==> config.mk <==
export PLATFORM = sky130hd
export DESIGN_NAME = out_display
export DESIGN_NICKNAME = d
export VERILOG_FILES = /design/src/rtl/out_display.sv
export SDC_FILE = /design/constraint.sdc
export NUM_CORES = 1
export LEC_CHECK = 0
export BUFFER_PORTS_ARGS = -buffer_cell sky130_fd_sc_hd__buf_2
export CAP_MARGIN = 0
export CORE_UTILIZATION = 40
export CTS_BUF_LIST = sky130_fd_sc_hd__clkbuf_16
export DETAILED_ROUTE_END_ITERATION = 8
export SLEW_MARGIN = 20
export SYNTH_ARGS = -nofsm -noshare
export SYNTH_HDL_FRONTEND = slang
export SYNTH_SLANG_ARGS = --single-unit
==> constraint.sdc <==
create_clock -name clk -period 2.1 [get_ports clk]
set_clock_uncertainty 0.15 [all_clocks]
set_input_delay 0.315 -clock clk [delete_from_list [all_inputs] [get_ports clk]]
set_output_delay 0.315 -clock clk [all_outputs]
set_load 0.01 [all_outputs]
==> src/rtl/out_display.sv <==
`default_nettype none
// ---------------------------------------------------------------------------
// out_display: latches the bus byte, converts it to sign + 3 BCD digits
// (double-dabble), and scans a 4-digit multiplexed 7-segment display.
// Rev 1.0
// ---------------------------------------------------------------------------
module out_display #(
  parameter int SCAN_DIV = 16
) (
  input  logic       clk,
  input  logic       clr,
  input  logic [0:7] data_in,
  input  logic       wo,
  input  logic       sgn,
  output logic [0:7] data_out,
  output logic       busy,
  output logic [0:6] seg_out,
  output logic [0:3] dig_en
);

  localparam int PW = $clog2(SCAN_DIV);

  typedef enum logic [1:0] {S_IDLE, S_LOAD, S_SHIFT, S_DONE} state_t;

  state_t        state_q, state_d;
  logic [7:0]    data_q, data_d;
  logic          sgn_q, sgn_d;
  logic [7:0]    mag_q, mag_d;
  logic          negp_q, negp_d;
  logic [11:0]   bcd_q, bcd_d;
  logic [2:0]    cnt_q, cnt_d;
  logic [11:0]   digits_q, digits_d;
  logic          neg_q, neg_d;
  logic          busy_q, busy_d;
  logic [PW-1:0] presc_q, presc_d;
  logic [1:0]    idx_q, idx_d;
  logic [3:0]    dig_en_q, dig_en_d;
  logic [6:0]    seg_q, seg_d;
  logic [11:0]   bcd_adj;
  logic          scan_wrap;

  function automatic logic [6:0] seg7(input logic [3:0] d);
    case (d)
      4'd0:    seg7 = 7'b1111110;
      4'd1:    seg7 = 7'b0110000;
      4'd2:    seg7 = 7'b1101101;
      4'd3:    seg7 = 7'b1111001;
      4'd4:    seg7 = 7'b0110011;
      4'd5:    seg7 = 7'b1011011;
      4'd6:    seg7 = 7'b1011111;
      4'd7:    seg7 = 7'b1110000;
      4'd8:    seg7 = 7'b1111111;
      4'd9:    seg7 = 7'b1111011;
      default: seg7 = 7'b0000000;
    endcase
  endfunction

  always_comb begin
    state_d  = state_q;
    data_d   = data_q;
    sgn_d    = sgn_q;
    mag_d    = mag_q;
    negp_d   = negp_q;
    bcd_d    = bcd_q;
    cnt_d    = cnt_q;
    digits_d = digits_q;
    neg_d    = neg_q;
    busy_d   = busy_q;

    bcd_adj = bcd_q;
    for (int i = 0; i < 3; i++) begin
      if (bcd_q[4*i +: 4] >= 4'd5) bcd_adj[4*i +: 4] = bcd_q[4*i +: 4] + 4'd3;
    end

    case (state_q)
      S_LOAD: begin
        negp_d  = sgn_q & data_q[7];
        mag_d   = negp_d ? (~data_q + 8'd1) : data_q;
        bcd_d   = '0;
        cnt_d   = '0;
        state_d = S_SHIFT;
      end
      S_SHIFT: begin
        {bcd_d, mag_d} = {bcd_adj, mag_q} << 1;
        cnt_d          = cnt_q + 3'd1;
        if (cnt_q == 3'd7) state_d = S_DONE;
      end
      S_DONE: begin
        digits_d = bcd_q;
        neg_d    = negp_q;
        busy_d   = 1'b0;
        state_d  = S_IDLE;
      end
      default: ;
    endcase

    // A new write wins over whatever conversion is in flight.
    if (wo) begin
      data_d  = data_in;
      sgn_d   = sgn;
      state_d = S_LOAD;
      busy_d  = 1'b1;
    end
  end

  always_comb begin
    scan_wrap = (presc_q == PW'(SCAN_DIV - 1));
    presc_d   = scan_wrap ? '0 : presc_q + PW'(1);
    idx_d     = scan_wrap ? idx_q + 2'd1 : idx_q;
    dig_en_d  = 4'b1000 >> idx_d;
    seg_d     = '0;
    case (idx_d)
      2'd0: seg_d = neg_q ? 7'b0000001 : 7'b0000000;
      2'd1: seg_d = (digits_q[11:8] == 4'd0) ? 7'b0000000 : seg7(digits_q[11:8]);
      2'd2: seg_d = (digits_q[11:4] == 8'd0) ? 7'b0000000 : seg7(digits_q[7:4]);
      default: seg_d = seg7(digits_q[3:0]);
    endcase
  end

  always_ff @(posedge clk or negedge clr) begin
    if (!clr) begin
      state_q  <= S_IDLE;
      data_q   <= '0;
      sgn_q    <= 1'b0;
      mag_q    <= '0;
      negp_q   <= 1'b0;
      bcd_q    <= '0;
      cnt_q    <= '0;
      digits_q <= '0;
      neg_q    <= 1'b0;
      busy_q   <= 1'b0;
      presc_q  <= '0;
      idx_q    <= '0;
      dig_en_q <= 4'b1000;
      seg_q    <= '0;
    end else begin
      state_q  <= state_d;
      data_q   <= data_d;
      sgn_q    <= sgn_d;
      mag_q    <= mag_d;
      negp_q   <= negp_d;
      bcd_q    <= bcd_d;
      cnt_q    <= cnt_d;
      digits_q <= digits_d;
      neg_q    <= neg_d;
      busy_q   <= busy_d;
      presc_q  <= presc_d;
      idx_q    <= idx_d;
      dig_en_q <= dig_en_d;
      seg_q    <= seg_d;
    end
  end

  assign data_out = data_q;
  assign busy     = busy_q;
  assign seg_out  = seg_q;
  assign dig_en   = dig_en_q;

endmodule
`default_nettype wire

Yosys cells after proc, flatten, opt, wreduce, memory -nomap -nowiden
Memories as Yosys holds them, arrays and structs flattened.
Index checks and enable logic that the tools add are counted.
{"block": "op_classes", "n_reduce_logical": 7, "n_lt_le_gt_ge": 3, "bitwise_logic": 2, "shift": 1, "add_sub_neg": 7, "n_mux": 18, "n_eq_ne": 8}
{"operator": "$pmux 12 s2", "count": 1}
{"operator": "$pmux 7 s3", "count": 1}
{"operator": "$pmux 8 s2", "count": 1}
{"operator": "$mux 7", "count": 2}
{"operator": "$ge 4x3->1 const B", "count": 3}
{"operator": "$mux 4", "count": 3}
{"operator": "$add 4x2->4 const B", "count": 2}
{"operator": "$add 8x1->8 const B", "count": 1}
{"operator": "$logic_not 8->1", "count": 1}
{"operator": "$mux 8", "count": 1}
{"operator": "$not 8->8", "count": 1}
{"operator": "$eq 2x2->1 const B", "count": 3}
{"operator": "$mux 2", "count": 3}
{"operator": "$pmux 2 s3", "count": 1}
{"operator": "$pmux 3 s2", "count": 1}
{"operator": "$add 4x1->4 const B", "count": 1}
{"operator": "$eq 2x1->1 const B", "count": 2}
{"operator": "$eq 4x4->1 const B", "count": 1}
{"operator": "$logic_not 4->1", "count": 1}
{"operator": "$reduce_bool 2->1", "count": 2}
{"operator": "$reduce_bool 4->1", "count": 1}
{"operator": "$shr 4x2->4 const A", "count": 1}
{"operator": "$add 3x1->3 const B", "count": 1}
{"operator": "$add 3x2->3 const B", "count": 1}
{"operator": "8 further kinds", "count": 10}
{"block": "word_totals", "elab_cells": 63, "mem_count": 3, "output_inout_bits": 20, "rom_bits": 336, "register_bits": 66}
{"name": "(name not given)", "depth": 16, "word_bits": 7, "read_ports": 1, "rd_clocked_by_memory_dff": 0, "wr": 0, "line_no": "43", "text": "case (d)"}
{"name": "(name not given)", "depth": 16, "word_bits": 7, "read_ports": 1, "rd_clocked_by_memory_dff": 0, "wr": 0, "line_no": "43"}
{"name": "(name not given)", "depth": 16, "word_bits": 7, "read_ports": 1, "rd_clocked_by_memory_dff": 0, "wr": 0, "line_no": "43"}

Longest topological paths before layout
{"block": "depth", "depth_word": 4, "ltp_mapped": 7, "depth_no_buf": 6}

Least setup slack after synthesis
OpenSTA, ideal clock, no wires.
{"block": "synth_path", "path_kind": "flip-flop to flip-flop", "startpoint": "register presc_q[0]", "endpoint": "register seg_q[2], in the netlist seg_out[4]", "required_time_ps": 1868, "path_slack_ps": 351, "stages_incl_launch_ff": 8, "arrival_time_ps": 1517, "synth_period_minus_slack_ps": 1749, "setup_time_ps": 82, "cell_sequence": "dfrtp_1 > ha_1 > and3_1 > buf_4 > xnor2_4 > inv_2 > and2_4 > a22oi_2"}
{"block": "synth_via", "elab_chain_len": 4, "word_cells_on_any_way": 6, "classes_between": "eq/ne (3); mux (2); reduce/logical (1)"}
{"element": "start: declaration", "line_no": "35", "text": "logic [PW-1:0] presc_q, presc_d;"}
{"element": "start signal: assignment", "line_no": "147", "text": "presc_q <= presc_d;"}
{"element": "$eq 4x4->1 (*)", "line_no": "107", "text": "scan_wrap = (presc_q == PW'(SCAN_DIV - 1));"}
{"element": "$mux 2 (*)", "line_no": "109", "text": "idx_d = scan_wrap ? idx_q + 2'd1 : idx_q;"}
{"element": "via idx_d[0]", "line_no": "36", "text": "logic [1:0] idx_q, idx_d;"}
{"element": "$eq 2x2->1 (tied with other cells)", "line_no": "112", "text": "case (idx_d)"}
{"element": "$pmux 7 s3 (*)", "line_no": "112"}
{"element": "via seg_d[2]", "line_no": "38", "text": "logic [6:0] seg_q, seg_d;"}
{"element": "end signal: assignment", "line_no": "150", "text": "seg_q <= seg_d;"}
{"element": "end: declaration", "line_no": "38"}
Mark *: on every way through the listed nets, which the timed path passes. The rest lies on a longest branch.
A chain may end at the register's enable or synchronous reset.

Worst setup path in the final report
Ends and elaborated chain as after synthesis.

==> flow_summary.json <==
{
  "insertedDiodeCount": 0,
  "synthCells": 375,
  "seqPwrFrac": 0.415,
  "syn-mean-instance-area_um2": 9.94,
  "synth_top_area_frac": 0.437,
  "period_needed_ns": 1.94,
  "ant_nets": 0,
  "cts.clk_slew.worst_paths_ns": 0.06,
  "finalNetCount": 447,
  "fin_crit_sh": 0.925,
  "io_pins": 32,
  "power.density_nw_per_um2": 871,
  "ys_seq_area_frac": 0.444,
  "reg2regPathDepth": 6,
  "async_flop_share": 1.00,
  "cp_data_arrival_time_ns": 2.03,
  "synth_area_leaders": "dfrtp_1 (44%), ha_1 (10%), mux2_2 (4.5%)",
  "yosysTopAreaCell": "dfrtp_1",
  "fp.dieW_um": 98.5,
  "max_freq_ghz": 0.515,
  "antenna_found_initial": 0,
  "crit_slowest_cell": "dfrtp_1",
  "intPower_mw": 2.66,
  "hold_viol_final": 0,
  "rows": 34,
  "setup_viol": 0,
  "port-buffer-count": 31,
  "fin_util": 0.484,
  "drt-total-wl_um": 7180,
  "peakVddDrop_mv": 0.639,
  "wl_per_cell_um": 13.9,
  "firstDrtPassIters": 6,
  "gp_congestion": 0.814,
  "grt_pass1_vias": 2640,
  "drive_gt1_frac": 0.188,
  "syn-num-nets": 417,
  "finalPower_mw": 3.73,
  "synth_area_um2": 3730,
  "core-area_um2": 8850,
  "grt_usage": 0.161,
  "holdPathStages": 3,
  "insertion_delay_ns": 0.32,
  "yosys_warnings": 0,
  "cp-start-kind": "flop",
  "cp.buffers_inverters": 1,
  "grt_pass1_wl_um": 12400,
  "rsz0062_at_grt": "false",
  "h-tree-depth": 3,
  "viasPerCell": 5.25,
  "endpoint_kind": "flop",
  "synthFlopType": "dfrtp_1",
  "overflow": 0,
  "cts_setup_buffers": 0,
  "die_y_um": 98.5,
  "cts_tree": "yes",
  "swShare": 0.285,
  "synth-seq-cells": 66,
  "synth-edff-count": 0,
  "drtIter0Drc": 117,
  "cts_hold_buf": 1,
  "worstPathCellList": "ha_1 -> and3_1 -> xnor2_4 -> inv_2 -> and2_4 -> a22oi_2",
  "criticalPathCategory": "flop to flop",
  "violations": "DRC",
  "n_fill_cell": 836,
  "status": "finished, violations left",
  "switchingPower_mw": 1.06,
  "cts_resized": 0,
  "dpl.hpwl_um": 5100,
  "critPathMaxFanout": 7,
  "cp_data_required_time_ns": 2.19,
  "setup-tns-final_ns": 0,
  "cp_num_cells": 6,
  "cts_buffer_depth": 2,
  "relSlewSlack": 0.727,
  "grt_max_degree": 50,
  "max_stage_delay_ns": 0.40,
  "cts_made_buffers": 9,
  "cap_viol_max_count": 0,
  "p_clk_frac": 0.374,
  "synth_most_common_cell": "dfrtp_1",
  "vias": 2719,
  "cts.sinks": 66,
  "worst_pin_slew_ns": 0.410,
  "slew_violations": 0,
  "area_growth_pct": 14.9,
  "leakage_nw": 1.90,
  "hold_class": "input port to flop",
  "route.detailed.drc": 2,
  "ys_top_cells_by_count": "dfrtp_1 (65), nand2_1 (45), ha_1 (30)",
  "root_buffer": "clkbuf_16",
  "synth_cell_types": 58,
  "p_comb_frac": 0.211,
  "initial_core_util": 0.421,
  "critPathTopFamily": "simple AND/OR/NAND/NOR gates",
  "dieArea_um2": 9710
}
## flip-flops by register name, summed over array words and instances (netlist names)
name,count
bcd_q,12
digits_q,12
data_out,8
mag_q,8
seg_out,7
dig_en,4
presc_q,4
cnt_q,3
idx_q,2
state_q,2
busy,1
neg_q,1
negp_q,1
sgn_q,1
## tightest hold or removal path: stages
cell and delay (ns):
buf_2 0.07, nand2_1 0.04, o21ai_0 0.06
## cell usage in the layout, fill, tap and decap left out, types with 8 or more instances in the layout
cell type  netlist  layout
o21ai_1         12      12
ha_1            30      30
o21ai_0         29      29
clkbuf_16        0       9
dfrtp_1         65      65
buf_2            5      31
xnor2_1          8       8
nand2b_1        10      10
nor2_1          18      18
nand2_1         45      45
inv_1           23      26
mux2_2          15      15
## layer usage
| metal | wire, µm | track usage | up-vias |
|---|---|---|---|
| met5 | 0 | 0 | - |
| met3 | 199 | 0.0418 | 7 |
| met2 | 3510 | 0.271 | 45 |
| met4 | 101 | 0.0563 | 0 |
| li1 | - | - | 1362 |
| met1 | 3370 | 0.201 | 1305 |
## power groups by stage
stage	Combinational, mW	Clock, mW	Sequential [mW]
finish	0.786	1.40	1.55
global route	0.897	1.49	1.57
CTS	0.799	1.43	1.55
detailed placement	0.794	0	1.57
global placement	0.776	0	1.57
floorplan	0.554	0	1.56
## through the flow
stage	cell area [µm²]	cells	hold slack, ns	worst slack (ns)
finish	4280	518	0.0448	0.158
global route	4280	518	0.0580	0.0494
CTS	4280	518	0.0408	0.146
detailed placement	3990	501	0.121	0.198
global placement	3990	501	0.120	0.263
floorplan	3730	375	-0.131	0.351
## final cells by class
type	count	area, µm²	area share
tap	108	135	0.0316
clock inverter	7	53.8	0.0126
multi-input combinational	264	1890	0.442
inverter	25	93.8	0.0219
clock buffer	9	225	0.0526
timing repair buffer	39	230	0.0538
sequential	66	1650	0.386
## cells by family after synthesis
family / count (synthesis) / synth area share
flip-flops: 66 / 0.444
AO/OA/AOI/OAI: 91 / 0.162
adder cells (fa/ha/maj): 30 / 0.101
multiplexers: 22 / 0.0645
buffers and inverters: 45 / 0.0490
AND/OR/NAND/NOR: 107 / 0.142
XOR/XNOR: 14 / 0.0379
## worst paths after layout
| path | slack (ns) | from | to |
|---|---|---|---|
| min in group asynchronous | 0.31 | clr | presc_q[2]$_DFF_PN0_ |
| worst max register to register | 0.16 | presc_q[0]$_DFF_PN0_ | seg_out[4]$_DFF_PN0_ |
| worst min-delay path | 0.04 | data_in[7] | data_out[7]$_DFFE_PN0P_ |
| max in group asynchronous | 0.90 | clr | bcd_q[4]$_DFFE_PN0P_ |
| worst min register to register | 0.33 | busy$_DFFE_PN0P_ | busy$_DFFE_PN0P_ |
| worst max-delay path | 0.16 | presc_q[0]$_DFF_PN0_ | seg_out[4]$_DFF_PN0_ |
Power figures use the tool's default switching activity.
